--- src/rtl/axi4s_pkg.sv ---
// Shared definitions for the fixed-point AXI4-Stream blocks.
// Contains FSM state codes, a constant clog2 and a signed saturating clamp.
package axi4s_pkg;

  typedef enum logic [1:0] {
    STATE_INIT   = 2'd0,
    STATE_ACCUM  = 2'd1,
    STATE_OUTPUT = 2'd2
  } state_t;

  function automatic int clog2(input int value);
    int result;
    int remaining;
    result    = 0;
    remaining = value - 1;
    while (remaining > 0) begin
      result    = result + 1;
      remaining = remaining >> 1;
    end
    return result;
  endfunction

  // Clamps a sign-extended value into the signed range of an out_w-bit word.
  // The caller keeps the low out_w bits; comparing against the input reveals clamping.
  function automatic logic signed [63:0] sat_clamp(input logic signed [63:0] value,
                                                   input int out_w);
    logic signed [63:0] max_v;
    logic signed [63:0] min_v;
    max_v = (64'sd1 <<< (out_w - 1)) - 64'sd1;
    min_v = -max_v - 64'sd1;
    if (value > max_v) begin
      return max_v;
    end else if (value < min_v) begin
      return min_v;
    end
    return value;
  endfunction

endpackage

--- src/rtl/axi4s_accumulator.sv ---
// Streaming group accumulator: sums up to ACC_LEN signed samples (or until tlast)
// and emits one saturated result per group with a clamp flag in tuser.
module axi4s_accumulator
  import axi4s_pkg::*;
#(
  parameter int DATA_BYTES = 2,
  parameter int ACC_LEN    = 8
) (
  input  logic                    clk,
  input  logic                    reset,
  input  logic                    tvalid_slave,
  input  logic [8*DATA_BYTES-1:0] tdata_slave,
  input  logic                    tlast_slave,
  output logic                    tready_slave,
  output logic                    tvalid_master,
  output logic [8*DATA_BYTES-1:0] tdata_master,
  output logic                    tuser_master,
  input  logic                    tready_master
);

  localparam int W     = 8 * DATA_BYTES;
  localparam int CNT_W = clog2(ACC_LEN);
  localparam int ACC_W = W + CNT_W + 1;
  localparam logic [CNT_W-1:0] LAST_COUNT = CNT_W'(ACC_LEN - 1);

  state_t                  state;
  state_t                  state_next;
  logic signed [ACC_W-1:0] acc;
  logic signed [ACC_W-1:0] acc_next;
  logic signed [ACC_W-1:0] sum;
  logic [CNT_W-1:0]        count;
  logic [CNT_W-1:0]        count_next;
  logic                    tready_next;
  logic                    tvalid_next;
  logic                    tuser_next;
  logic [W-1:0]            tdata_next;
  logic signed [63:0]      sum_wide;
  logic signed [63:0]      sum_clamped;
  logic                    in_xfer;
  logic                    out_xfer;

  assign in_xfer     = tvalid_slave & tready_slave;
  assign out_xfer    = tvalid_master & tready_master;
  assign sum         = acc + {{(ACC_W - W){tdata_slave[W-1]}}, tdata_slave};
  assign sum_wide    = 64'(sum);
  assign sum_clamped = sat_clamp(sum_wide, W);

  // The closing sample never lands in acc; it goes straight through the clamp.
  always_comb begin
    state_next  = state;
    acc_next    = acc;
    count_next  = count;
    tready_next = tready_slave;
    tvalid_next = tvalid_master;
    tdata_next  = tdata_master;
    tuser_next  = tuser_master;
    case (state)
      STATE_INIT: begin
        tready_next = 1'b1;
        state_next  = STATE_ACCUM;
      end
      STATE_ACCUM: begin
        if (in_xfer) begin
          if ((count == LAST_COUNT) || tlast_slave) begin
            tdata_next  = sum_clamped[W-1:0];
            tuser_next  = (sum_clamped != sum_wide);
            tvalid_next = 1'b1;
            tready_next = 1'b0;
            state_next  = STATE_OUTPUT;
          end else begin
            acc_next   = sum;
            count_next = count + CNT_W'(1);
          end
        end
      end
      STATE_OUTPUT: begin
        if (out_xfer) begin
          tvalid_next = 1'b0;
          tuser_next  = 1'b0;
          acc_next    = '0;
          count_next  = '0;
          tready_next = 1'b1;
          state_next  = STATE_ACCUM;
        end
      end
      default: begin
        state_next  = STATE_INIT;
        tready_next = 1'b0;
        tvalid_next = 1'b0;
        tuser_next  = 1'b0;
        acc_next    = '0;
        count_next  = '0;
      end
    endcase
  end

  always_ff @(posedge clk) begin
    if (reset) begin
      state         <= STATE_INIT;
      acc           <= '0;
      count         <= '0;
      tready_slave  <= 1'b0;
      tvalid_master <= 1'b0;
      tdata_master  <= '0;
      tuser_master  <= 1'b0;
    end else begin
      state         <= state_next;
      acc           <= acc_next;
      count         <= count_next;
      tready_slave  <= tready_next;
      tvalid_master <= tvalid_next;
      tdata_master  <= tdata_next;
      tuser_master  <= tuser_next;
    end
  end

endmodule

--- config.mk ---
export PLATFORM = sky130hd
export DESIGN_NAME = axi4s_accumulator
export DESIGN_NICKNAME = d
export VERILOG_FILES = /design/src/rtl/axi4s_pkg.sv /design/src/rtl/axi4s_accumulator.sv
export SDC_FILE = /design/constraint.sdc
export NUM_CORES = 1
export LEC_CHECK = 0
export ABC_AREA = 0
export CORE_UTILIZATION = 58
export DETAILED_ROUTE_END_ITERATION = 10
export PLACE_DENSITY_LB_ADDON = 0.25
export SYNTH_ARGS = -nofsm -noshare
export SYNTH_HDL_FRONTEND = slang
export SYNTH_SLANG_ARGS = --single-unit
--- constraint.sdc ---
create_clock -name clk -period 7.71 [get_ports clk]
set_clock_uncertainty 0.2 [all_clocks]
set_input_delay 0.771 -clock clk [delete_from_list [all_inputs] [get_ports clk]]
set_output_delay 0.771 -clock clk [all_outputs]
set_load 0.01 [all_outputs]
Word level (Yosys, flattened, before mapping)
Cells that the tools add are included.
{"block": "totals", "inputBits": 21, "n_memories": 0, "ram_bits": 0, "output_inout_bits": 19, "mem_bits_ro": 0, "latchBits": 0, "ff_bits": 44, "word_cells": 56}
{"block": "op_classes", "mux": 28, "order_cmp": 2, "n_addsub": 2, "reduce_logical": 6, "bitwise": 3, "eq_ne": 8, "div": 0, "shift": 0, "mul": 0}
{"operator": "two-way mux 64 bit", "count": 3}
{"operator": "!= test 64 x 20 -> 1 bit", "count": 1}
{"operator": "two-way mux 20 bit", "count": 3}
{"operator": "case mux 20 bit (3 select lines)", "count": 1}
{"operator": "adder 20 bit", "count": 1}
{"operator": "greater-than comparator 20 x 16 -> 1 bit, second input constant", "count": 1}
{"operator": "less-than comparator 20 x 16 -> 1 bit, second input constant", "count": 1}
{"operator": "two-way mux 1 bit", "count": 10}
{"operator": "two-way mux 3 bit", "count": 3}
{"operator": "case mux 1 bit (3 select lines)", "count": 3}
{"operator": "case mux 3 bit (3 select lines)", "count": 1}
{"operator": "!= test 2 bit, second input constant", "count": 4}
{"operator": "AND reduction 4 bit", "count": 2}
{"operator": "two-way mux 2 bit", "count": 3}
{"operator": "case mux 2 bit (3 select lines)", "count": 1}
{"operator": "AND reduction 3 bit", "count": 2}
{"operator": "adder 3 x 1 -> 3 bit, second input constant", "count": 1}
{"operator": "== test 3 bit, second input constant", "count": 1}
{"operator": "AND 1 bit", "count": 2}
{"operator": "== test 2 x 1 -> 1 bit, second input constant", "count": 1}
{"operator": "== test 2 bit, second input constant", "count": 1}
{"operator": "zero test 2 bit", "count": 1}
{"operator": "logical OR 1 bit", "count": 1}
{"operator": "NOT 1 bit", "count": 1}

Longest topological paths before layout
Gate-level depths: netlist (run 1).
{"block": "depth", "ltp_word": 9, "depth_mapped": 12}

Least setup slack after synthesis (run 1)
Ideal clock, no wire load.
{"block": "synth_timing", "path_type": "in2reg", "start": "input tdata_slave[0]", "end": "register tdata_master[10]", "cell_stages": 12, "t_arrival_ns": 2.946, "setup_slack_ns": 4.443, "cell_sequence": "ha_1 -> inv_1 -> fa_1 -> nor2b_1 -> o31a_1 -> nor3_1 -> o211a_1 -> mux2i_1 -> or4_1 -> nand3_2 -> buf_8 -> a31oi_1"}
{"block": "synth_via", "elab_chain_len": 5}
{"element": "start, declared", "line": "axi4s_accumulator.sv:12", "source": "input logic [8*DATA_BYTES-1:0] tdata_slave,"}
{"element": "adder 20 bit (*)", "line": "axi4s_accumulator.sv:44", "source": "assign sum = acc + {{(ACC_W - W){tdata_slave[W-1]}}, tdata_slave};"}
{"element": "less-than comparator 20 x 16 -> 1 bit", "line": "axi4s_pkg.sv:33", "source": "end else if (value < min_v) begin"}
{"element": "two-way mux 1 bit", "line": "axi4s_pkg.sv:33"}
{"element": "two-way mux 1 bit", "line": "axi4s_pkg.sv:31", "source": "if (value > max_v) begin"}
{"element": "two-way mux 64 bit (*)", "line": "axi4s_pkg.sv:36", "source": "return value;"}
{"element": "end signal, assigned", "line": "axi4s_accumulator.sv:112", "source": "tdata_master <= tdata_next;"}
{"element": "end, declared", "line": "axi4s_accumulator.sv:16", "source": "output logic [8*DATA_BYTES-1:0] tdata_master,"}
Mark *: on every way between the ends. The rest lies on a longest branch, timed or not.
A chain may end at the register's enable or synchronous reset.

Final worst setup path (run 1)
{"block": "layout_timing", "start": "input tdata_slave[0]", "end": "register tdata_master[4]"}
Same word-level chain as after synthesis.

==> results of run 1 <==
## sequential cells by signal (all words and copies together) (netlist names)
signal	count
acc	20
count	3
state	2
tdata_master	16
tready_slave	1
tuser_master	1
tvalid_master	1
## per-layer routing
layer	vias up	track usage [%]	routed length, um
li1	1267	-	-
met2	97	47.7	3050
met1	1182	34.3	2790
met3	12	4.80	380
met5	-	0	0
met4	0	8.89	127
## cells by family after synthesis
family | count (synthesis)
multiplexers | 2
flip-flops | 44
AO/OA/AOI/OAI | 104
buffers and inverters | 25
XOR/XNOR | 19
adder cells (fa/ha/maj) | 22
AND/OR/NAND/NOR | 118
## layout by cell type (no fill, tap or decap), types with 4 or more instances in the layout
cell / instances
nand3_1: 8
nor3_1: 6
nor2_1: 41
dfxtp_1: 44
nand4_1: 4
a21o_1: 4
o21bai_1: 4
a31oi_1: 17
clkdlybuf4s50_1: 39
o21ai_0: 14
xor2_1: 6
a21oi_1: 25
nand2_1: 46
a22oi_1: 21
clkbuf_8: 6
inv_1: 7
xnor2_1: 13
ha_1: 21
## area by class of cell
| class | count | share of cell area, % |
|---|---|---|
| timing repair buffer | 42 | 13.0 |
| sequential | 44 | 27.7 |
| multi-input combinational | 265 | 52.6 |
| clock inverter | 2 | 1.22 |
| tap | 52 | 2.05 |
| inverter | 7 | 0.826 |
| clock buffer | 6 | 2.60 |
## path summary, 6_finish.rpt
kind / end / cells past startpoint / start
max: tdata_master[4] / 12 / tdata_slave[0]
min: tdata_master[11] / 2 / tdata_master[11]
max reg2reg: tdata_master[4] / 11 / acc[0]
min reg2reg: tdata_master[11] / 2 / tdata_master[11]
## power breakdown
group | switching [mW] | internal, mW | total (mW)
sequential | 0.0229 | 0.259 | 0.282
clock | 0.0822 | 0.106 | 0.188
combinational | 0.197 | 0.135 | 0.332
total | 0.302 | 0.500 | 0.802
## worst max-delay path: cells and delay by family
family / cells / cell delay [ns]
fa+ha+maj: 2 / 0.60
simple gates: 4 / 1.00
buf+inv: 2 / 0.54
mux: 1 / 0.15
compound gates: 3 / 0.59
==> results_dict.tcl, run 1 <==
set metrics [dict create \
    status "complete, no violations" \
    h-tree-depth 2 \
    start_kind "input port" \
    maxCapViolCount 0 \
    cts_setup_buffers 0 \
    dieArea_um2 4860 \
    setup_ws_ns 4.02 \
    design.core.area_um2 4380 \
    ys_types 43 \
    die_w_um 69.7 \
    area_growth_pct 19.5 \
    grt_antenna_before_repair 0 \
    routed_wl_um 6350 \
    initial_core_util_pct 60.7 \
    cp.required_ns 7.68 \
    dp_cells 410 \
    final.fill_count 342 \
    grt-ovfl-total 0 \
    cts_buffer_depth 2 \
    netlist_top_cells_area "dfxtp_1 33%, ha_1 9.9%, nand2_1 6.5%" \
    holdBufCountCts 0 \
    diodes 0 \
    drive_gt1_share_pct 5.19 \
    pre_cts_ws_ns 3.72 \
    synth-main-ff-cell "dfxtp_1" \
    yosys_warnings 0 \
    rrSetupSlack_ns 4.60 \
    path_clk_slew_ns 0.08 \
    final_cells 418 \
    end_kind "flop" \
    cts_sinks 44 \
    rsz0062_at_grt "false" \
    firstDrtPassIters 5 \
    ant_nets 0 \
    gp_congestion 0.947 \
    avgSynthCellArea_um2 7.96 \
    fmax_mhz 271 \
    rows 24 \
    crit_slowest_cell "or4_1" \
    power_density_nw_per_um2 252 \
    grt_start_max_net_pins 31 \
    pin_count 40 \
    grt_pass1_wl_um 10800 \
    synth-seq-cells 44 \
    syn-num-nets 377 \
    synth_compound_area_share_pct 25.9 \
    slew_headroom_pct 29.2 \
    drv_slew 0 \
    hold_violations 0 \
    yosys-top-cells-count "46 x nand2_1, 44 x dfxtp_1, 41 x nor2_1" \
    hp-class "flop to flop" \
    peakVddDrop_mv 0.178 \
    setup_tns_ns 0 \
    cts_tree "yes" \
    drc 0 \
    cp_slowest_stage_delay_ns 0.50 \
    routedWlPerCell_um 15.2 \
    insertion_delay_ns 0.30 \
    fin_area_um2 3180 \
    worstPathArrival_ns 3.66 \
    ys_seq_area_share_pct 33.1 \
    grt_pass1_vias 2390 \
    synth_top_cell_area_share_pct 33.1 \
    dpl.hpwl_um 4640 \
    fin_util_pct 72.5 \
    synth.largest_area_cell "dfxtp_1" \
    grt_use_total_pct 27.4 \
    layout_min_cycle_time_ns 3.69 \
    yosys.area_share.adder_pct 10.6 \
    drt_iter0_drc 182 \
    criticalPathCategory "input port to flop" \
    timing.final.crit_share_pct 47.9 \
    place_area_um2 3060 \
    setup_viol 0 \
    io_buffers 39 \
    ff_latch_area_um2 881 \
    yosys-mux-area-fraction_pct 0.753 \
    vias_per_cell 6.12 \
    synthXorXnorAreaFrac_pct 6.26 \
    cts_made_buffers 5 \
    cts.repair.resized 0 \
    async_flop_share_pct 0 \
    finalPower_uw 802 \
    fp.dieH_um 69.7 \
    nets 408 \
    multiInputGateArea_um2 1670 \
    synth-edff-count 0 \
    synth_top_family_by_area "compound AO/OA/AOI/OAI gates" \
    synthCells 334 \
    yosys.cell_count.top_type "nand2_1" \
    fin_hold_ws_ns 0.276 \
    critPathMaxFanout 16 \
    netlist_area_um2 2660 \
    p_leak_nw 1.23 \
    vias 2558 \
    cts_root_buffer "clkbuf_8" \
    cp_cell_sequence "clkdlybuf4s50_1 -> ha_1 -> inv_1 -> fa_1 -> nor2b_1 -> o31a_1 -> nor3_1 -> o211a_1 -> mux2i_1 -> or4_1 -> nand3_2 -> a31oi_1" \
    tightestPinTransition_ns 1.05 \
    yosys.area_share.simple_pct 19.1 \
]
(Power assumes the default switching activity.)
==> run 2, diff against run 1 <==
--- a/config.mk
+++ b/config.mk
@@ -6,7 +6,7 @@
 export NUM_CORES = 1
 export LEC_CHECK = 0
 export ABC_AREA = 0
-export CORE_UTILIZATION = 58
+export CORE_UTILIZATION = 49
 export DETAILED_ROUTE_END_ITERATION = 10
 export PLACE_DENSITY_LB_ADDON = 0.25
 export SYNTH_ARGS = -nofsm -noshare
==> constraint.sdc (replaced) <==
create_clock -name clk -period 3.01 [get_ports clk]
set_clock_uncertainty 0.2 [all_clocks]
set_input_delay 0.301 -clock clk [delete_from_list [all_inputs] [get_ports clk]]
set_output_delay 0.301 -clock clk [all_outputs]
set_load 0.01 [all_outputs]
==> run 2 against run 1 <==
  * The flow now finishes with violations (setup timing)
  * Cell area rose by 21%
  * Final cell count increased by 18%
  * First-iteration DRC count is 34% higher
  * Wire length rose by 19%
  * Global-route usage shrank 2.4 points
  * Non-clock buffer count increased by 56
  * Total power grew to 2.9 times the previous value
  * Hold slack worse by 0.0065 ns
  * Sequential share of layout area is 4.7 points lower
  * Count of clock-buffer cells in the layout did not move
  * Largest cell class unchanged
  * Largest power group unchanged
==> results_dict.tcl, run 2 (synthesis gave the netlist of run 1 again) <==
set metrics [dict create \
    fin_area_um2 3840 \
    critPathMaxFanout 7 \
    crit_end "tdata_master[3]" \
    regToRegEndpoint "tdata_master[4]" \
    peakVddDrop_mv 0.361 \
    rrSetupSlack_ns 0.07 \
    io_buffers 39 \
    nets 465 \
    cts_buffer_depth 2 \
    gp_congestion 0.919 \
    setup_tns_ns -0.00393 \
    power_switching_uw 874 \
    cts_root_buffer "clkbuf_8" \
    drc 0 \
    vias 2847 \
    grt-ovfl-total 0 \
    drive_gt1_share_pct 22.0 \
    place_area_um2 3480 \
    regMostFlops "acc" \
    dp_cells 480 \
    path_clk_slew_ns 0.08 \
    fin_hold_ws_ns 0.270 \
    grt_pass1_vias 2453 \
    finalPower_mw 2.32 \
    fp.dieH_um 75.7 \
    cp.required_ns 3.00 \
    hp-class "input port to flop" \
    status "finished, violations left" \
    vias_per_cell 5.77 \
    reg2reg_from "acc[0]" \
    routedWlPerCell_um 15.3 \
    drt_iter0_drc 244 \
    cts_tree "yes" \
    p_leak_nw 1.57 \
    layout_min_cycle_time_ns 3.01 \
    grt_antenna_before_repair 0 \
    fin_util_pct 74.3 \
    pin_count 40 \
    maxCapViolCount 0 \
    internal_power_mw 1.44 \
    firstDrtPassIters 4 \
    cts_made_buffers 5 \
    area_growth_pct 44.4 \
    h-tree-depth 2 \
    grt_use_total_pct 25.0 \
    final_cells 493 \
    pwr-share-seq_pct 31.2 \
    worstPathArrival_ns 3.01 \
    final_common_cell "buf_4" \
    insertion_delay_ns 0.31 \
    diodes 0 \
    end_kind "flop" \
    die_w_um 75.7 \
    timing.final.crit_share_pct 100 \
    pre_cts_ws_ns -0.363 \
    largest_register_ffs 20 \
    violations "setup timing" \
    setup_viol 2 \
    combPwrFrac_pct 47.6 \
    dieArea_um2 5730 \
    power_density_nw_per_um2 604 \
    start_kind "input port" \
    final.fill_count 381 \
    largestRegisters "acc: 20 flops, tdata_master: 16 flops, count: 3 flops" \
    initial_core_util_pct 51.4 \
    ant_nets 0 \
    grt_start_max_net_pins 24 \
    hold_violations 0 \
    setup_ws_ns -0.00331 \
    grt_pass1_wl_um 10900 \
    final_cell_mix "57 x buf_4, 46 x nand2_1, 43 x dfxtp_1, 41 x nor2_1, 35 x clkdlybuf4s50_1" \
    tightestPinTransition_ns 0.777 \
    cts_sinks 44 \
    criticalPathCategory "input port to flop" \
    slew_headroom_pct 48.0 \
    routed_wl_um 7560 \
    power_frac_clock_pct 21.2 \
    design.core.area_um2 5170 \
    startpoint "tdata_slave[11]" \
    fmax_mhz 332 \
    rows 26 \
    drv_slew 0 \
    p_sw_share_pct 37.7 \
    dpl.hpwl_um 5060 \
    rr_worst_depth 12 \
]
==> run 2: critical path, stage by stage <==
cell and delay [ns]:
clkdlybuf4s50_1 0.40, ha_1 0.36, buf_4 0.16, a21oi_1 0.22, o21ai_0 0.17, a21oi_2 0.21
and3_1 0.23, nor3_2 0.07, or4_4 0.51, nand3_4 0.14, clkbuf_16 0.16, a31oi_1 0.07
==> run 2: layer usage <==
metal	wire [um]	global-route usage [%]	part of all wire, %	vias to the layer above
met1	3450	34.7	46	1339
met4	68	7.82	0.90	0
met2	3600	39.8	48	112
met5	0	0	0	-
met3	442	4.23	5.8	7
li1	-	-	-	1389
==> run 2: cell type report <==
type | count | area, um2 | share of cell area (%)
Timing Repair Buffer | 98 | 873 | 22.7
Clock inverter | 2 | 38.8 | 1.01
Tap cell | 70 | 87.6 | 2.28
Clock buffer | 6 | 82.6 | 2.15
Inverter | 7 | 26.3 | 0.684
Sequential cell | 44 | 882 | 23.0
Multi-Input combinational cell | 266 | 1850 | 48.2
==> run 2: worst min path at each step <==
stage / from / end / slack (ns) / depth (start not counted)
2_1_floorplan: acc[0] / acc[0] / 0.27 / 2
3_3_place_gp: tdata_master[14] / tdata_master[14] / 0.27 / 2
3_5_place_dp: tdata_master[14] / tdata_master[14] / 0.27 / 2
4_1_cts: tdata_master[0] / tdata_master[0] / 0.28 / 2
5_1_grt: tdata_slave[0] / acc[0] / 0.30 / 4
6_report: tdata_slave[0] / acc[0] / 0.27 / 4
==> run 2: power by group through the flow <==
stage                     sequential, mW  clock (mW)  combinational (mW)
final                              0.724       0.491                1.10
after global placement             0.730           0               0.969
after global routing               0.736       0.530                1.21
after detailed placement           0.733           0               0.988
after CTS                          0.720       0.499                1.01
after floorplan                    0.726           0               0.606
==> run 2: timing repair <==
action,4_1_cts,5_1_grt
pin swaps,2,12
setup endpoints to repair,15,16
hold buffers,0,0
setup buffers,0,5
resized for setup,5,28
cloned,0,2
